$ cat src/rtl/video_pkg.sv
// Shared video types for the 320x240 pipeline: pixel formats, frame geometry
// and the sink FSM state encoding.
package video_pkg;

  localparam int FRAME_W      = 320;
  localparam int FRAME_H      = 240;
  localparam int FRAME_PIXELS = FRAME_W * FRAME_H;

  typedef struct packed {
    logic [9:0] r;
    logic [9:0] g;
    logic [9:0] b;
  } rgb30_t;

  typedef struct packed {
    logic [3:0] r;
    logic [3:0] g;
    logic [3:0] b;
  } rgb12_t;

  typedef enum logic [1:0] {
    IDLE,
    ACTIVE,
    HOLD
  } sink_state_t;

  // Truncating repack: keep the top nibble of each channel.
  function automatic rgb12_t to_rgb444(rgb30_t p);
    rgb12_t q;
    q.r = p.r[9:6];
    q.g = p.g[9:6];
    q.b = p.b[9:6];
    return q;
  endfunction

endpackage

$ cat src/rtl/sat_counter.sv
// Saturating up-counter that adds a small increment each cycle and sticks at
// all-ones.
module sat_counter #(
  parameter int W = 8
) (
  input  logic         clk,
  input  logic         reset,
  input  logic [1:0]   inc,
  output logic [W-1:0] count
);

  logic [W:0] sum;

  assign sum = {1'b0, count} + (W+1)'(inc);

  always_ff @(posedge clk) begin
    if (reset) count <= '0;
    else       count <= sum[W] ? '1 : sum[W-1:0];
  end

endmodule

$ cat src/rtl/avst_frame_sink.sv
// Avalon-ST video sink: frames 30-bit pixels by SOP/EOP, repacks to RGB444 and
// writes them into the frame buffer, flagging framing errors.
//
// state  | meaning
// IDLE   | ready, discarding beats until an SOP starts a frame
// ACTIVE | capturing a frame, counter holds the next write address
// HOLD   | single-shot capture done, backpressure until arm/continuous
module avst_frame_sink
  import video_pkg::*;
#(
  parameter int WIDTH  = FRAME_W,
  parameter int HEIGHT = FRAME_H,
  parameter int AW     = 17
) (
  input  logic          clk,
  input  logic          reset,
  input  logic [29:0]   sink_data,
  input  logic          sink_valid,
  input  logic          sink_sop,
  input  logic          sink_eop,
  output logic          sink_ready,
  input  logic          continuous,
  input  logic          arm,
  output logic [AW-1:0] wr_addr,
  output logic [11:0]   wr_data,
  output logic          wr_en,
  output logic          frame_done,
  output logic          err_sop,
  output logic          err_short,
  output logic          err_long,
  output logic [7:0]    err_count
);

  localparam int            PIXELS   = WIDTH * HEIGHT;
  localparam logic [AW-1:0] LAST_PIX = AW'(PIXELS - 1);

  sink_state_t   state_q, state_d;
  logic [AW-1:0] cnt_q, cnt_d;
  logic [AW-1:0] addr_d;
  logic          accept;
  logic          we_d, done_d, esop_d, eshort_d, elong_d;
  logic [1:0]    err_inc;

  assign accept = sink_valid & sink_ready;

  always_comb begin
    state_d  = state_q;
    cnt_d    = cnt_q;
    addr_d   = cnt_q;
    we_d     = 1'b0;
    done_d   = 1'b0;
    esop_d   = 1'b0;
    eshort_d = 1'b0;
    elong_d  = 1'b0;
    case (state_q)
      IDLE: begin
        if (accept && sink_sop) begin
          we_d   = 1'b1;
          addr_d = '0;
          if (sink_eop) begin
            eshort_d = 1'b1;
          end else begin
            state_d = ACTIVE;
            cnt_d   = AW'(1);
          end
        end
      end
      ACTIVE: begin
        if (accept) begin
          we_d = 1'b1;
          if (sink_sop) begin
            // Restart: this beat becomes pixel 0 of a fresh frame.
            esop_d = 1'b1;
            addr_d = '0;
            cnt_d  = AW'(1);
            if (sink_eop) begin
              eshort_d = 1'b1;
              cnt_d    = '0;
              state_d  = IDLE;
            end
          end else if (cnt_q == LAST_PIX) begin
            done_d  = 1'b1;
            elong_d = ~sink_eop;
            cnt_d   = '0;
            state_d = continuous ? IDLE : HOLD;
          end else if (sink_eop) begin
            eshort_d = 1'b1;
            cnt_d    = '0;
            state_d  = IDLE;
          end else begin
            cnt_d = cnt_q + AW'(1);
          end
        end
      end
      HOLD: begin
        if (arm || continuous) state_d = IDLE;
      end
      default: state_d = IDLE;
    endcase
  end

  always_ff @(posedge clk) begin
    if (reset) begin
      state_q    <= continuous ? IDLE : HOLD;
      sink_ready <= continuous;
      cnt_q      <= '0;
      wr_en      <= 1'b0;
      wr_addr    <= '0;
      wr_data    <= '0;
      frame_done <= 1'b0;
      err_sop    <= 1'b0;
      err_short  <= 1'b0;
      err_long   <= 1'b0;
    end else begin
      state_q    <= state_d;
      sink_ready <= (state_d != HOLD);
      cnt_q      <= cnt_d;
      wr_en      <= we_d;
      wr_addr    <= addr_d;
      if (we_d) wr_data <= to_rgb444(rgb30_t'(sink_data));
      frame_done <= done_d;
      err_sop    <= esop_d;
      err_short  <= eshort_d;
      err_long   <= elong_d;
    end
  end

  assign err_inc = {1'b0, esop_d} + {1'b0, eshort_d} + {1'b0, elong_d};

  sat_counter #(.W(8)) u_err_cnt (
    .clk   (clk),
    .reset (reset),
    .inc   (err_inc),
    .count (err_count)
  );

endmodule

$ cat config.mk
export PLATFORM = sky130hd
export DESIGN_NAME = avst_frame_sink
export DESIGN_NICKNAME = d
export VERILOG_FILES = /design/src/rtl/video_pkg.sv /design/src/rtl/sat_counter.sv /design/src/rtl/avst_frame_sink.sv
export SDC_FILE = /design/constraint.sdc
export NUM_CORES = 1
export LEC_CHECK = 0
export CAP_MARGIN = 20
export CORE_AREA = 5 5 92 94
export DETAILED_ROUTE_END_ITERATION = 10
export DIE_AREA = 0 0 97 99
export PLACE_DENSITY_LB_ADDON = 0.2
export SLEW_MARGIN = 20
export SYNTH_ARGS = -nofsm -noshare
export SYNTH_HDL_FRONTEND = slang
export SYNTH_SLANG_ARGS = --single-unit
$ cat constraint.sdc
create_clock -name clk -period 2.9 [get_ports clk]
set_input_delay 0.58 -clock clk [delete_from_list [all_inputs] [get_ports clk]]
set_output_delay 0.58 -clock clk [all_outputs]
set_load 0.005 [all_outputs]
=== Word level (Yosys, flattened, before mapping) ===
Cells that the tools add are included.

* Register bits: 62
* Input bits: 37
* Output and inout port bits: 43
* Word-level logic and storage cells: 73

* Add/subtract/negate cells: 4
* Eq/ne operators: 7
* Mux-type cells: 41
* Bitwise operators: 4
* Reduce and logical (&&, ||, !) cells: 6

{| class="wikitable"
|+ Operators by type and width
! operator !! count
|-
| 17-bit 2-to-1 mux || 9
|-
| 17-bit one-hot mux with 2 select lines || 2
|-
| 2-bit 2-to-1 mux || 9
|-
| 17-bit by 1-bit adder with 17-bit output (second input constant) || 1
|-
| 17-bit equality test (second input constant) || 1
|-
| 1-bit 2-to-1 mux || 17
|-
| 8-bit by 2-bit adder with 9-bit output || 1
|-
| 8-bit 2-to-1 mux || 1
|-
| 2-bit != test (second input constant) || 4
|-
| 2-bit one-hot mux with 3 select lines || 1
|-
| 1-bit one-hot mux with 2 select lines || 2
|-
| 4-bit AND reduction || 1
|-
| 4-bit OR reduction || 1
|-
| 1-bit NOT || 3
|-
| 1-bit by 1-bit adder with 2-bit output || 1
|-
| 2-bit by 1-bit adder with 2-bit output || 1
|-
| 2-bit by 1-bit equality test with 1-bit output (second input constant) || 1
|-
| 2-bit equality test (second input constant) || 1
|-
| 2-bit zero test || 1
|-
| 2-bit nonzero test || 1
|-
| 1-bit AND || 1
|-
| 1-bit logical AND || 1
|-
| 1-bit logical OR || 1
|}

=== Logic depth before layout (Yosys ltp) ===
Gate-level depths: netlist (run 1).

* Depth after elaboration: 9
* Mapped depth: 12
* Mapped depth without buffers: 12

=== Cells and area by module ===
Synthesis (run 1) repeated with hierarchy kept, for this count alone.

* Cells, all modules: 292
* Area, all modules: 2561.2 um2

{| class="wikitable"
|+ Modules (own cells, without submodules)
! module !! times used !! cells each !! area an instance (um2) !! seq. area each (um2)
|-
| avst_frame_sink || 1 || 250 || 2170.8 || 1081.0
|-
| sat_counter || 1 || 42 || 390.4 || 160.2
|}

=== Worst setup path before layout (run 1) ===
OpenSTA, ideal clock, no wires.

* Kind: register to register
* Start: register cnt_q[0]
* End: register u_err_cnt.count[0]
* Library setup time: 0.132 ns
* Arrival time: 2.732 ns
* Required time: 2.768 ns
* Setup slack: 0.035 ns
* Cell stages (with the launch flop): 13
* Buffers on the path: 0
* Period minus slack after synthesis: 2.865 ns
* Cells stage by stage: dfxtp_1 ha_1 nand3_2 nor3_1 nand4_1 and3_1 fa_1 ha_1 fa_1 nand2_1 nor2_1 nand3_1 a21oi_1

* Cells in the longest elaborated chain, start to end: 9
* Elaborated cells on any way between the ends: 13
* Those cells by class: add/sub: 3; eq/ne: 1; mux: 9

{| class="wikitable"
|+ Ends and longest elaborated chain
! item !! RTL line !! source
|-
| from (decl) || avst_frame_sink.sv:38 || <nowiki>logic [AW-1:0] cnt_q, cnt_d;</nowiki>
|-
| from (signal assigned) || avst_frame_sink.sv:117 || <nowiki>cnt_q <= cnt_d;</nowiki>
|-
| 17-bit equality test || avst_frame_sink.sv:81 || <nowiki>end else if (cnt_q == LAST_PIX) begin</nowiki>
|-
| 1-bit 2-to-1 mux || avst_frame_sink.sv:81 ||
|-
| 1-bit 2-to-1 mux || avst_frame_sink.sv:71 || <nowiki>if (sink_sop) begin</nowiki>
|-
| 1-bit 2-to-1 mux || avst_frame_sink.sv:69 || <nowiki>if (accept) begin</nowiki>
|-
| 1-bit one-hot mux with 2 select lines || avst_frame_sink.sv:55 || <nowiki>case (state_q)</nowiki>
|-
| via eshort_d || avst_frame_sink.sv:41 || <nowiki>logic we_d, done_d, esop_d, eshort_d, elong_d;</nowiki>
|-
| 1-bit by 1-bit adder with 2-bit output || avst_frame_sink.sv:128 || <nowiki>assign err_inc = {1'b0, esop_d} + {1'b0, eshort_d} + {1'b0, elong_d};</nowiki>
|-
| 2-bit by 1-bit adder with 2-bit output || avst_frame_sink.sv:128 ||
|-
| 8-bit by 2-bit adder with 9-bit output || sat_counter.sv:14 || <nowiki>assign sum = {1'b0, count} + (W+1)'(inc);</nowiki>
|-
| 8-bit 2-to-1 mux || sat_counter.sv:18 || <nowiki>else count <= sum[W] ? '1 : sum[W-1:0];</nowiki>
|-
| to (signal assigned) || sat_counter.sv:18 ||
|-
| to (decl) || sat_counter.sv:9 || <nowiki>output logic [W-1:0] count</nowiki>
|}

The timed path passes the listed nets, and every way through them passes these cells.
A chain may end at the register's enable or synchronous reset.

=== Worst setup path in the final report (run 1) ===
* Start: input sink_valid
* End: register u_err_cnt.count[6]

* Cells in the longest elaborated chain, start to end: 8
* Elaborated cells on any way between the ends: 13
* Those cells by class: add/sub: 3; mux: 8; bitwise: 1; reduce/logical: 1

{| class="wikitable"
|+ Ends and longest elaborated chain
! item !! RTL line !! source
|-
| from (decl) || avst_frame_sink.sv:18 || <nowiki>input logic sink_valid,</nowiki>
|-
| 1-bit AND (*) || avst_frame_sink.sv:44 || <nowiki>assign accept = sink_valid & sink_ready;</nowiki>
|-
| 1-bit logical AND || avst_frame_sink.sv:57 || <nowiki>if (accept && sink_sop) begin</nowiki>
|-
| 1-bit 2-to-1 mux || avst_frame_sink.sv:57 ||
|-
| 1-bit one-hot mux with 2 select lines (*) || avst_frame_sink.sv:55 ||
|-
| via eshort_d || avst_frame_sink.sv:41 ||
|-
| 1-bit by 1-bit adder with 2-bit output (*) || avst_frame_sink.sv:128 ||
|-
| 2-bit by 1-bit adder with 2-bit output (*) || avst_frame_sink.sv:128 ||
|-
| 8-bit by 2-bit adder with 9-bit output (*) || sat_counter.sv:14 ||
|-
| 8-bit 2-to-1 mux (*) || sat_counter.sv:18 ||
|}

Mark *: on every way through the listed nets, which the timed path passes. The rest lies on a longest branch.

==> flow_metrics.env, run 1 <==
export IMPL_status="complete, no violations"
export IMPL_hold_class="reg -> reg"
export IMPL_clock_latency_ps=330
export IMPL_timing_fmax_ghz=0.356
export IMPL_route_vias_total=2352
export IMPL_drc=0
export IMPL_slew_violations=0
export IMPL_port_buffer_count=61
export IMPL_final_setup_tns_ps=0
export IMPL_start_util_pct=33.5
export IMPL_drtIter0Drc=63
export IMPL_synth_cells=290
export IMPL_synth_common_cells="62 x dfxtp_1, 36 x nand2_1, 32 x a21oi_1"
export IMPL_drv_cap=0
export IMPL_routed_wl_um=6130
export IMPL_cp_data_arrival_time_ps=3020
export IMPL_ios=80
export IMPL_worstHoldPathCells=2
export IMPL_via_per_inst=4.75
export IMPL_grt_max_degree=27
export IMPL_slowest_delay_ps=470
export IMPL_netlist_area_leader_share_pct=48.9
export IMPL_cts_buffers=9
export IMPL_synth_top_cell_by_area="dfxtp_1"
export IMPL_die_w_um=97
export IMPL_synth_edf_count=0
export IMPL_fin_crit_sh_pct=96.8
export IMPL_core_sq_um=7570
export IMPL_synth_seq_area_share_pct=48.9
export IMPL_grt_pass1_vias=2404
export IMPL_critPathSlowestCell="clkdlybuf4s50_1"
export IMPL_cts_root_buf="clkbuf_8"
export IMPL_grtUsageTotal_pct=13.3
export IMPL_antenna_found_initial=0
export IMPL_power_density_nw_per_um2=432
export IMPL_reg2reg_depth=12
export IMPL_synth_cell_types=45
export IMPL_fp_dieH_um=99
export IMPL_synthArstFlopShare_pct=0
export IMPL_globalRouteOverflowTotal=0
export IMPL_htreeDepth=3
export IMPL_placed_area_sq_um=3500
export IMPL_fin_area_sq_um=3710
export IMPL_clock_sinks=62
export IMPL_clk_path_buf_depth=2
export IMPL_hpwl_um=4540
export IMPL_nNetsFinal=431
export IMPL_drive_above_1_share_pct=17.3
export IMPL_fp_dieArea_sq_um=9600
export IMPL_routedWlPerCell_um=12.4
export IMPL_rrSetupSlack_ps=140
export IMPL_yosysMostFrequentCell="dfxtp_1"
export IMPL_path_class="in -> reg"
export IMPL_ys_ff_latch=62
export IMPL_hold_end="wr_data[1]"
export IMPL_hold_viol=0
export IMPL_first_pass_iters=4
export IMPL_antenna_left=0
export IMPL_min_from="wr_data[1]"
export IMPL_ys_warn_count=0
export IMPL_slew_headroom_pct=60.3
export IMPL_crit_required_ps=3110
export IMPL_final_util_pct=49.0
export IMPL_place_congestion=0.846
export IMPL_finalSetupViolCount=0
export IMPL_cts_hold_buffers=0
export IMPL_critPathMaxFanout=3
export IMPL_worst_slew_pin_slew_ps=596
export IMPL_rr_startpoint="cnt_q[10]"
export IMPL_num_rows=32
export IMPL_syn_area_sq_um=2540
export IMPL_grt_pass1_wl_um=10600
export IMPL_area_delta_synth_final_pct=46.2
export IMPL_avgSynthCellArea_sq_um=8.75
export IMPL_period_needed_ps=2810
export IMPL_cp_cell_sequence="clkdlybuf4s50_1 > and3b_2 > o21a_1 > and3_4 > fa_1 > ha_2 > fa_2 > nand2_2 > nor2_2 > buf_4 > nor2_1 > nor3_1"
export IMPL_synth_flop_cell="dfxtp_1"
export IMPL_path_clk_slew_ps=60
export IMPL_diodes=0
export IMPL_skew_ps=7.61
export IMPL_peakVddDrop_v=0.000236
export IMPL_final_fill_count=742
export IMPL_multi_input_area_sq_um=1250
export IMPL_synthTopCellsByArea="dfxtp_1 49%, a21oi_1 6.3%, nand2_1 5.3%"
export IMPL_seqCellArea_sq_um=1240
export IMPL_leakage_nw=1.38
export IMPL_startpoint_type="primary input"
export IMPL_tritoncts="yes"
export IMPL_end_kind="flip-flop"
export IMPL_syn_nets=332
export IMPL_r2r_end="u_err_cnt.count[6]"
## cell usage in the layout (no fill, tap or decap), types with 3 or more instances in the layout
cell type | netlist | final
and3_1 | 4 | 3
clkinv_2 | 0 | 4
nor2_1 | 23 | 22
xnor2_1 | 4 | 4
nand4_1 | 5 | 5
or3_1 | 3 | 3
clkbuf_8 | 0 | 9
xor2_1 | 4 | 4
dfxtp_1 | 62 | 62
o21ai_0 | 5 | 5
nor4_1 | 4 | 4
clkdlybuf4s50_1 | 0 | 61
o21a_1 | 3 | 3
nand2_1 | 36 | 35
nor2b_1 | 5 | 5
inv_1 | 6 | 6
nor3_1 | 13 | 12
buf_4 | 0 | 40
nand3_1 | 17 | 16
and2_1 | 17 | 17
a21oi_1 | 32 | 30
## layer usage
metal / share of wire [%] / vias up / global-route usage, %
met5: 0 / - / 0
met4: 2.1 / 0 / 6.91
met3: 7.7 / 14 / 5.31
met2: 46 / 59 / 22.9
li1: - / 1208 / -
met1: 44 / 1071 / 14.2
## critical path: cells and delay by family
kind | cells | cell delay [ps]
adders and majority gates | 3 | 990
and+or+nand+nor | 6 | 700
buffers and inverters | 2 | 590
AOI/OAI and AO/OA | 1 | 150
## metrics by stage
stage	hold WS, ps	instances	setup WS [ps]	power (mW)
3_5_place_dp	448	478	-428	1.01
5_1_grt	476	495	-20.8	1.69
2_1_floorplan	449	290	35.1	0.936
6_report	455	495	91.5	1.60
4_1_cts	456	493	9.31	1.63
3_3_place_gp	441	478	-383	1.01
## flip-flops by register name, summed over array words and instances, names as in the netlist
register	cells
err_sop	1
state_q	2
u_err_cnt.count	8
cnt_q	17
sink_ready	1
wr_addr	17
frame_done	1
wr_en	1
err_long	1
err_short	1
wr_data	12
## logic make-up after synthesis
kind of cell	count (synthesis)	synth area share, %
DFF	62	48.9
and+or+nand+nor	140	28.7
AOI/OAI and AO/OA	55	13.1
adders and majority gates	5	3.06
buffers and inverters	19	3.11
muxes	1	0.395
xor gates and xnor gates	8	2.76
## how the worst max path moves through the flow
stage | cells after the start | slack, ps | from | end
final | 12 | 90 | sink_valid | u_err_cnt.count[6]
after global routing | 13 | -20 | cnt_q[1] | u_err_cnt.count[6]
after CTS | 12 | 9 | sink_valid | u_err_cnt.count[6]
after detailed placement | 11 | -430 | sink_valid | u_err_cnt.count[1]
after global placement | 11 | -380 | sink_valid | u_err_cnt.count[0]
after floorplan | 12 | 40 | cnt_q[0] | u_err_cnt.count[0]
## what timing repair did
item                       in CTS  in global routing
pin swaps                       0                  4
buffers inserted                0                  2
setup endpoints to repair       7                  8
resized for setup               4                  5
cloned                          0                  0
## cell type report
type / count / area share (%)
clock buffers: 10 / 3.44
clock inverters: 5 / 0.742
inverters: 6 / 0.607
multi-input cells: 209 / 33.7
flip-flops and latches: 62 / 33.5
well taps: 102 / 3.44
repair buffers: 101 / 24.6
## power breakdown
part / switching, mW / internal (mW) / total [mW]
Sequential: 0.00794 / 0.863 / 0.871
Clock: 0.314 / 0.299 / 0.613
Combinational: 0.0545 / 0.0637 / 0.118
Total: 0.377 / 1.23 / 1.60
Note: power is estimated with default switching activity, not from simulation.
==> run 2, diff against run 1 <==
--- a/config.mk
+++ b/config.mk
@@ -5,6 +5,7 @@
 export SDC_FILE = /design/constraint.sdc
 export NUM_CORES = 1
 export LEC_CHECK = 0
+export ABC_CLOCK_PERIOD_IN_PS = 2900
 export CAP_MARGIN = 20
 export CORE_AREA = 5 5 92 94
 export DETAILED_ROUTE_END_ITERATION = 10
@@ -13,4 +14,5 @@
 export SLEW_MARGIN = 20
 export SYNTH_ARGS = -nofsm -noshare
 export SYNTH_HDL_FRONTEND = slang
+export SYNTH_HIERARCHICAL = 1
 export SYNTH_SLANG_ARGS = --single-unit
==> run 2 against run 1 <==
Clock skew rose by 0.78 ps. Core utilization rose by 2.7 points. The run now ends with setup timing left. Sequential power barely moved. Highest routed layer unchanged. Flip-flop and latch count did not move. Clock power rose by 34%. Setup slack got worse by 920 ps. Total power rose by 13%. Final cell count rose by 3.2%. Area after synthesis rose by 0.99%. Fmax fell by 25%.
==> flow_metrics.env, run 2 <==
export IMPL_tritoncts="yes"
export IMPL_final_setup_tns_ps=-6350
export IMPL_ys_warn_count=6
export IMPL_multi_input_area_sq_um=1290
export IMPL_drc=0
export IMPL_diodes=0
export IMPL_core_sq_um=7570
export IMPL_routedWlPerCell_um=12.9
export IMPL_hold_class="reg -> reg"
export IMPL_netlist_area_leader_share_pct=48.5
export IMPL_antenna_found_initial=0
export IMPL_first_pass_iters=4
export IMPL_routed_wl_um=6580
export IMPL_synthArstFlopShare_pct=0
export IMPL_rrSetupSlack_ps=-820
export IMPL_antenna_left=0
export IMPL_cts_buffers=9
export IMPL_power_density_nw_per_um2=465
export IMPL_route_vias_total=2459
export IMPL_ios=80
export IMPL_syn_area_sq_um=2560
export IMPL_die_w_um=97
export IMPL_cp_data_arrival_time_ps=3980
export IMPL_period_needed_ps=3720
export IMPL_final_fill_count=687
export IMPL_largestRegisters="cnt_q x17, wr_addr x17, wr_data x12"
export IMPL_port_buffer_count=61
export IMPL_avgSynthCellArea_sq_um=8.77
export IMPL_peakVddDrop_v=0.000201
export IMPL_crit_required_ps=3160
export IMPL_clock_latency_ps=330
export IMPL_p_total_mw=1.82
export IMPL_globalRouteOverflowTotal=0
export IMPL_path_clk_slew_ps=70
export IMPL_r2r_end="u_err_cnt/count[0]"
export IMPL_timing_fmax_ghz=0.269
export IMPL_grt_max_degree=45
export IMPL_ys_ff_latch=62
export IMPL_fp_dieArea_sq_um=9600
export IMPL_finalSetupViolCount=8
export IMPL_via_per_inst=4.81
export IMPL_worst_slack_ps=-824
export IMPL_synth_flop_cell="dfxtp_1"
export IMPL_clock_sinks=62
export IMPL_drive_above_1_share_pct=21.8
export IMPL_synth_cells=292
export IMPL_synth_top_cell_by_area="dfxtp_1"
export IMPL_final_cell_mix="61 x clkdlybuf4s50_1, 58 x dfxtp_1, 52 x buf_4"
export IMPL_htreeDepth=3
export IMPL_worstHoldPathCells=2
export IMPL_synthTopCellsByArea="dfxtp_1 48%, nand2_1 6.7%, a21oi_1 5.7%"
export IMPL_skew_ps=8.39
export IMPL_min_from="wr_data[10]"
export IMPL_nNetsFinal=446
export IMPL_yosysMostFrequentCell="dfxtp_1"
export IMPL_synth_edf_count=0
export IMPL_reg2reg_depth=12
export IMPL_status="finished with violations"
export IMPL_area_delta_synth_final_pct=52.7
export IMPL_slew_headroom_pct=58.2
export IMPL_grt_pass1_wl_um=11400
export IMPL_place_congestion=0.832
export IMPL_final_common_cell="clkdlybuf4s50_1"
export IMPL_clk_path_buf_depth=2
export IMPL_hpwl_um=4780
export IMPL_synth_cell_types=46
export IMPL_violations="setup timing"
export IMPL_synth_common_cells="62 x dfxtp_1, 46 x nand2_1, 29 x a21oi_1"
export IMPL_start_util_pct=33.8
export IMPL_startpoint_type="flip-flop"
export IMPL_synth_seq_area_share_pct=48.5
export IMPL_path_class="reg -> reg"
export IMPL_slew_violations=0
export IMPL_hold_end="wr_data[10]"
export IMPL_fp_dieH_um=99
export IMPL_rr_startpoint="cnt_q[14]"
export IMPL_grtUsageTotal_pct=14.5
export IMPL_drv_cap=0
export IMPL_seqCellArea_sq_um=1250
export IMPL_syn_nets=334
export IMPL_grt_pass1_vias=2450
export IMPL_end_kind="flip-flop"
export IMPL_hold_viol=0
export IMPL_leakage_nw=1.42
export IMPL_cts_hold_buffers=0
export IMPL_num_rows=32
export IMPL_rsz0062_at_grt="yes"
export IMPL_drtIter0Drc=77
export IMPL_fin_crit_sh_pct=128
export IMPL_worst_slew_pin_slew_ps=627
export IMPL_critPathMaxFanout=5
export IMPL_cts_root_buf="clkbuf_8"
-- run 2: cell count changes after synthesis, sizes merged, moves of 4 or more --
cell   before  now
a31oi       2   11
and3        4    0
nor2b       5    1
buf         4    0
nor3       13    8
o21ai       7   11
or3         3   14
xnor2       4    0
nand2      36   46
nand3      18   14
nor2       24   11
-- run 2: layout make-up --
class	count	area share [%]
clock buffers	12	3.71
well taps	102	3.26
repair buffers	113	25.6
clock inverters	4	1.79
inverters	7	0.672
multi-input cells	211	33.1
flip-flops and latches	62	31.9
-- run 2: through the flow --
| step | instances | hold slack (ps) | worst slack (ps) | cell area, sq um | util [%] |
|---|---|---|---|---|---|
| floorplan | 292 | 453 | -747 | 2580 | - |
| global placement | 489 | 444 | -903 | 3620 | 47.8 |
| detailed placement | 489 | 446 | -951 | 3620 | 47.8 |
| CTS | 509 | 457 | -842 | 3870 | 51.1 |
| global route | 511 | 487 | -997 | 3910 | 51.7 |
| finish | 511 | 454 | -824 | 3910 | 51.7 |
-- run 2: worst max-delay path by stage --
stage,from,to,slack (ps),depth (start not counted)
final,cnt_q[14],u_err_cnt/count[0],-820,12
after global routing,cnt_q[14],u_err_cnt/count[5],-1000,12
after CTS,cnt_q[14],u_err_cnt/count[3],-840,12
after detailed placement,sink_sop,u_err_cnt/count[0],-950,11
after global placement,sink_sop,u_err_cnt/count[0],-900,11
after floorplan,cnt_q[15],u_err_cnt/count[7],-750,12
-- run 2: logic make-up after synthesis --
| logic type | Yosys count | synth area share, % |
|---|---|---|
| AND/OR/NAND/NOR | 142 | 30.5 |
| AO/OA/AOI/OAI | 63 | 14.8 |
| flip-flops | 62 | 48.5 |
| buffers and inverters | 19 | 2.83 |
| adder cells (fa/ha/maj) | 5 | 3.03 |
| XOR/XNOR | 1 | 0.342 |
-- run 2: power breakdown --
group | internal (mW) | switching [mW] | leakage, nW
registers | 0.863 | 0.00638 | 0.503
clock network | 0.505 | 0.316 | 0.110
logic | 0.0685 | 0.0572 | 0.803
-- run 2: timing repair --
item	CTS	global route
gates resized for setup	1	3
setup buffers	4	2
endpoints found under the hold margin	0	0
pin swaps	10	4
gates cloned	0	0
endpoints found under the setup margin	8	8
-- run 2: routing by layer --
layer	global-route usage [%]	wire length, um	up-vias
met5	0	0	-
met4	6.48	106	0
met3	4.88	338	10
met2	24.1	3210	54
met1	17.0	2930	1130
li1	-	-	1265
-- run 2: critical path: stages (launching register included) --
cell	delay, ps
dfxtp_2	320
nand4bb_4	230
or4b_4	560
or4_4	440
a41oi_2	180
nor3b_2	80
fa_1	520
ha_2	190
inv_2	40
fa_2	330
and4b_4	350
nand4_1	220
a21oi_1	200
==> run 3, diff against run 2 <==
--- a/config.mk
+++ b/config.mk
@@ -7,9 +7,9 @@
 export LEC_CHECK = 0
 export ABC_CLOCK_PERIOD_IN_PS = 2900
 export CAP_MARGIN = 20
-export CORE_AREA = 5 5 92 94
+export CORE_AREA = 5 5 79 110
 export DETAILED_ROUTE_END_ITERATION = 10
-export DIE_AREA = 0 0 97 99
+export DIE_AREA = 0 0 84 115
 export PLACE_DENSITY_LB_ADDON = 0.2
 export SLEW_MARGIN = 20
 export SYNTH_ARGS = -nofsm -noshare
==> run 3 against run 2 <==
The flow still finishes with violations (setup timing). Die area increased by 0.59%. Flip-flop and latch count stayed put. Largest power group unchanged. Wire length up 2.1%.
==> flow_metrics.env, run 3 (same netlist as run 2, synthesis figures left out) <==
export IMPL_leakage_nw=1.39
export IMPL_final_cell_mix="61 x clkdlybuf4s50_1, 57 x dfxtp_1, 46 x nand2_1, 46 x buf_4, 28 x a21oi_1"
export IMPL_final_common_cell="clkdlybuf4s50_1"
export IMPL_finalSetupViolCount=8
export IMPL_final_util_pct=51.1
export IMPL_route_vias_total=2504
export IMPL_path_depth=12
export IMPL_violations="setup timing"
export IMPL_cts_root_buf="clkbuf_8"
export IMPL_fp_dieArea_sq_um=9660
export IMPL_placed_area_sq_um=3590
export IMPL_clk_path_buf_depth=2
export IMPL_hold_class="reg -> reg"
export IMPL_rrSetupSlack_ps=-830
export IMPL_first_pass_iters=4
export IMPL_fin_crit_sh_pct=129
export IMPL_hpwl_um=4810
export IMPL_endpoint="u_err_cnt/count[2]"
export IMPL_path_clk_slew_ps=70
export IMPL_seq_power_share_pct=50.3
export IMPL_drtIter0Drc=124
export IMPL_path_delay_family="simple AND/OR/NAND/NOR gates"
export IMPL_diodes=0
export IMPL_slew_headroom_pct=54.3
export IMPL_grt_max_degree=45
export IMPL_skew_ps=7.59
export IMPL_grt_pass1_wl_um=11100
export IMPL_grtUsageTotal_pct=14.3
export IMPL_timing_fmax_ghz=0.268
export IMPL_crit_buf_inv=1
export IMPL_core_sq_um=7610
export IMPL_r2r_end="u_err_cnt/count[2]"
export IMPL_pwr_share_clk_pct=42.4
export IMPL_clock_sinks=62
export IMPL_die_w_um=84
export IMPL_routedWlPerCell_um=13.3
export IMPL_tritoncts="yes"
export IMPL_p_int_mw=1.34
export IMPL_slowest_delay_ps=550
export IMPL_drv_cap=0
export IMPL_p_switching_mw=0.386
export IMPL_drc=0
export IMPL_cp_cell_sequence="nand4bb_4 > or4b_4 > or4_4 > a41oi_4 > nor3b_2 > fa_1 > ha_2 > inv_2 > fa_2 > and4b_4 > nand4_1 > a21oi_1"
export IMPL_worst_slew_pin_slew_ps=679
export IMPL_num_rows=38
export IMPL_routed_wl_um=6720
export IMPL_p_total_mw=1.73
export IMPL_hold_viol=0
export IMPL_antenna_left=0
export IMPL_rsz0062_at_grt="yes"
export IMPL_critPathMaxFanout=5
export IMPL_clock_latency_ps=330
export IMPL_fin_area_sq_um=3890
export IMPL_rr_startpoint="cnt_q[15]"
export IMPL_place_congestion=0.864
export IMPL_ios=80
export IMPL_power_density_nw_per_um2=445
export IMPL_fp_dieH_um=115
export IMPL_p_comb_share_pct=7.3
export IMPL_htreeDepth=3
export IMPL_worst_slack_ps=-835
export IMPL_sw_frac_of_total_pct=22.3
export IMPL_reg2reg_depth=12
export IMPL_drive_above_1_share_pct=21.3
export IMPL_end_kind="flip-flop"
export IMPL_via_per_inst=4.97
export IMPL_cts_hold_buffers=0
export IMPL_status="finished with violations"
export IMPL_area_delta_synth_final_pct=51.8
export IMPL_cts_buffers=9
export IMPL_crit_required_ps=3170
export IMPL_peakVddDrop_v=0.000265
export IMPL_largestRegisters="cnt_q x17, wr_addr x17, wr_data x12"
export IMPL_path_class="reg -> reg"
export IMPL_period_needed_ps=3730
export IMPL_nNetsFinal=442
export IMPL_start_util_pct=33.7
export IMPL_cp_data_arrival_time_ps=4000
export IMPL_critPathLaunch="cnt_q[15]"
export IMPL_antenna_found_initial=0
export IMPL_critPathSlowestCell="or4b_4"
export IMPL_startpoint_type="flip-flop"
export IMPL_port_buffer_count=61
export IMPL_grt_pass1_vias=2576
export IMPL_slew_violations=0
export IMPL_globalRouteOverflowTotal=0
==> run 3: changes by cell type in the layout (fill, tap and decap cells not counted), sizes merged <==
cell,previous run,this run
clkbuf,12,11
bufinv,2,1
buf,52,48
clkinvlp,0,1
==> run 3: power by group through the flow <==
stage	clock network [mW]	logic, mW	registers [mW]
6_report	0.734	0.125	0.870
5_1_grt	0.796	0.138	0.871
4_1_cts	0.757	0.123	0.870
3_5_place_dp	0	0.123	0.889
3_3_place_gp	0	0.123	0.889
2_1_floorplan	0	0.0459	0.890
==> run 3: cell type report <==
| class | count | area, sq um |
|---|---|---|
| clock buffers | 11 | 141 |
| well taps | 100 | 125 |
| flip-flops and latches | 62 | 1250 |
| fillers | 764 | 3720 |
| multi-input cells | 211 | 1320 |
| clock inverters | 4 | 47.5 |
| inverters | 7 | 26.3 |
| repair buffers | 109 | 978 |
==> run 3: worst min path at each step <==
| stage | startpoint | end | slack [ps] | depth (start not counted) |
|---|---|---|---|---|
| floorplan | wr_data[0] | wr_data[0] | 450 | 2 |
| global route | wr_data[11] | wr_data[11] | 470 | 2 |
| finish | wr_data[10] | wr_data[10] | 460 | 2 |
| global placement | wr_data[6] | wr_data[6] | 440 | 2 |
| detailed placement | wr_data[10] | wr_data[10] | 450 | 2 |
| CTS | wr_data[10] | wr_data[10] | 460 | 2 |
==> run 3: stage by stage <==
step                      setup WS, ps  setup TNS (ps)  hold slack (ps)  cells
after detailed placement          -934           -7080              446    484
after floorplan                   -747           -5280              453    292
after global placement            -868           -6610              441    484
final                             -835           -6490              457    504
after global routing              -992           -7540              473    504
after CTS                         -888           -6710              456    502
==> run 3: timing repair <==
item / CTS / global route
cloned: 0 / 0
setup buffers: 3 / 3
endpoints found under the setup margin: 8 / 8
gates resized for setup: 4 / 7
pin swaps: 8 / 9
==> run 3: layer usage <==
metal  routed length, um  global-route usage, %  vias up
li1                    -                      -     1257
met1                2540                   13.5     1158
met2                3650                   27.2       74
met3                 404                   4.95       15
met4                 124                   7.08        0
met5                   0                      0        -
==> run 3: worst min-delay path: cells and delay by family, from the launching register on <==
| family | cells | cell delay, ps |
|---|---|---|
| flops | 1 | 310 |
| simple gates | 1 | 50 |
| compound gates | 1 | 50 |
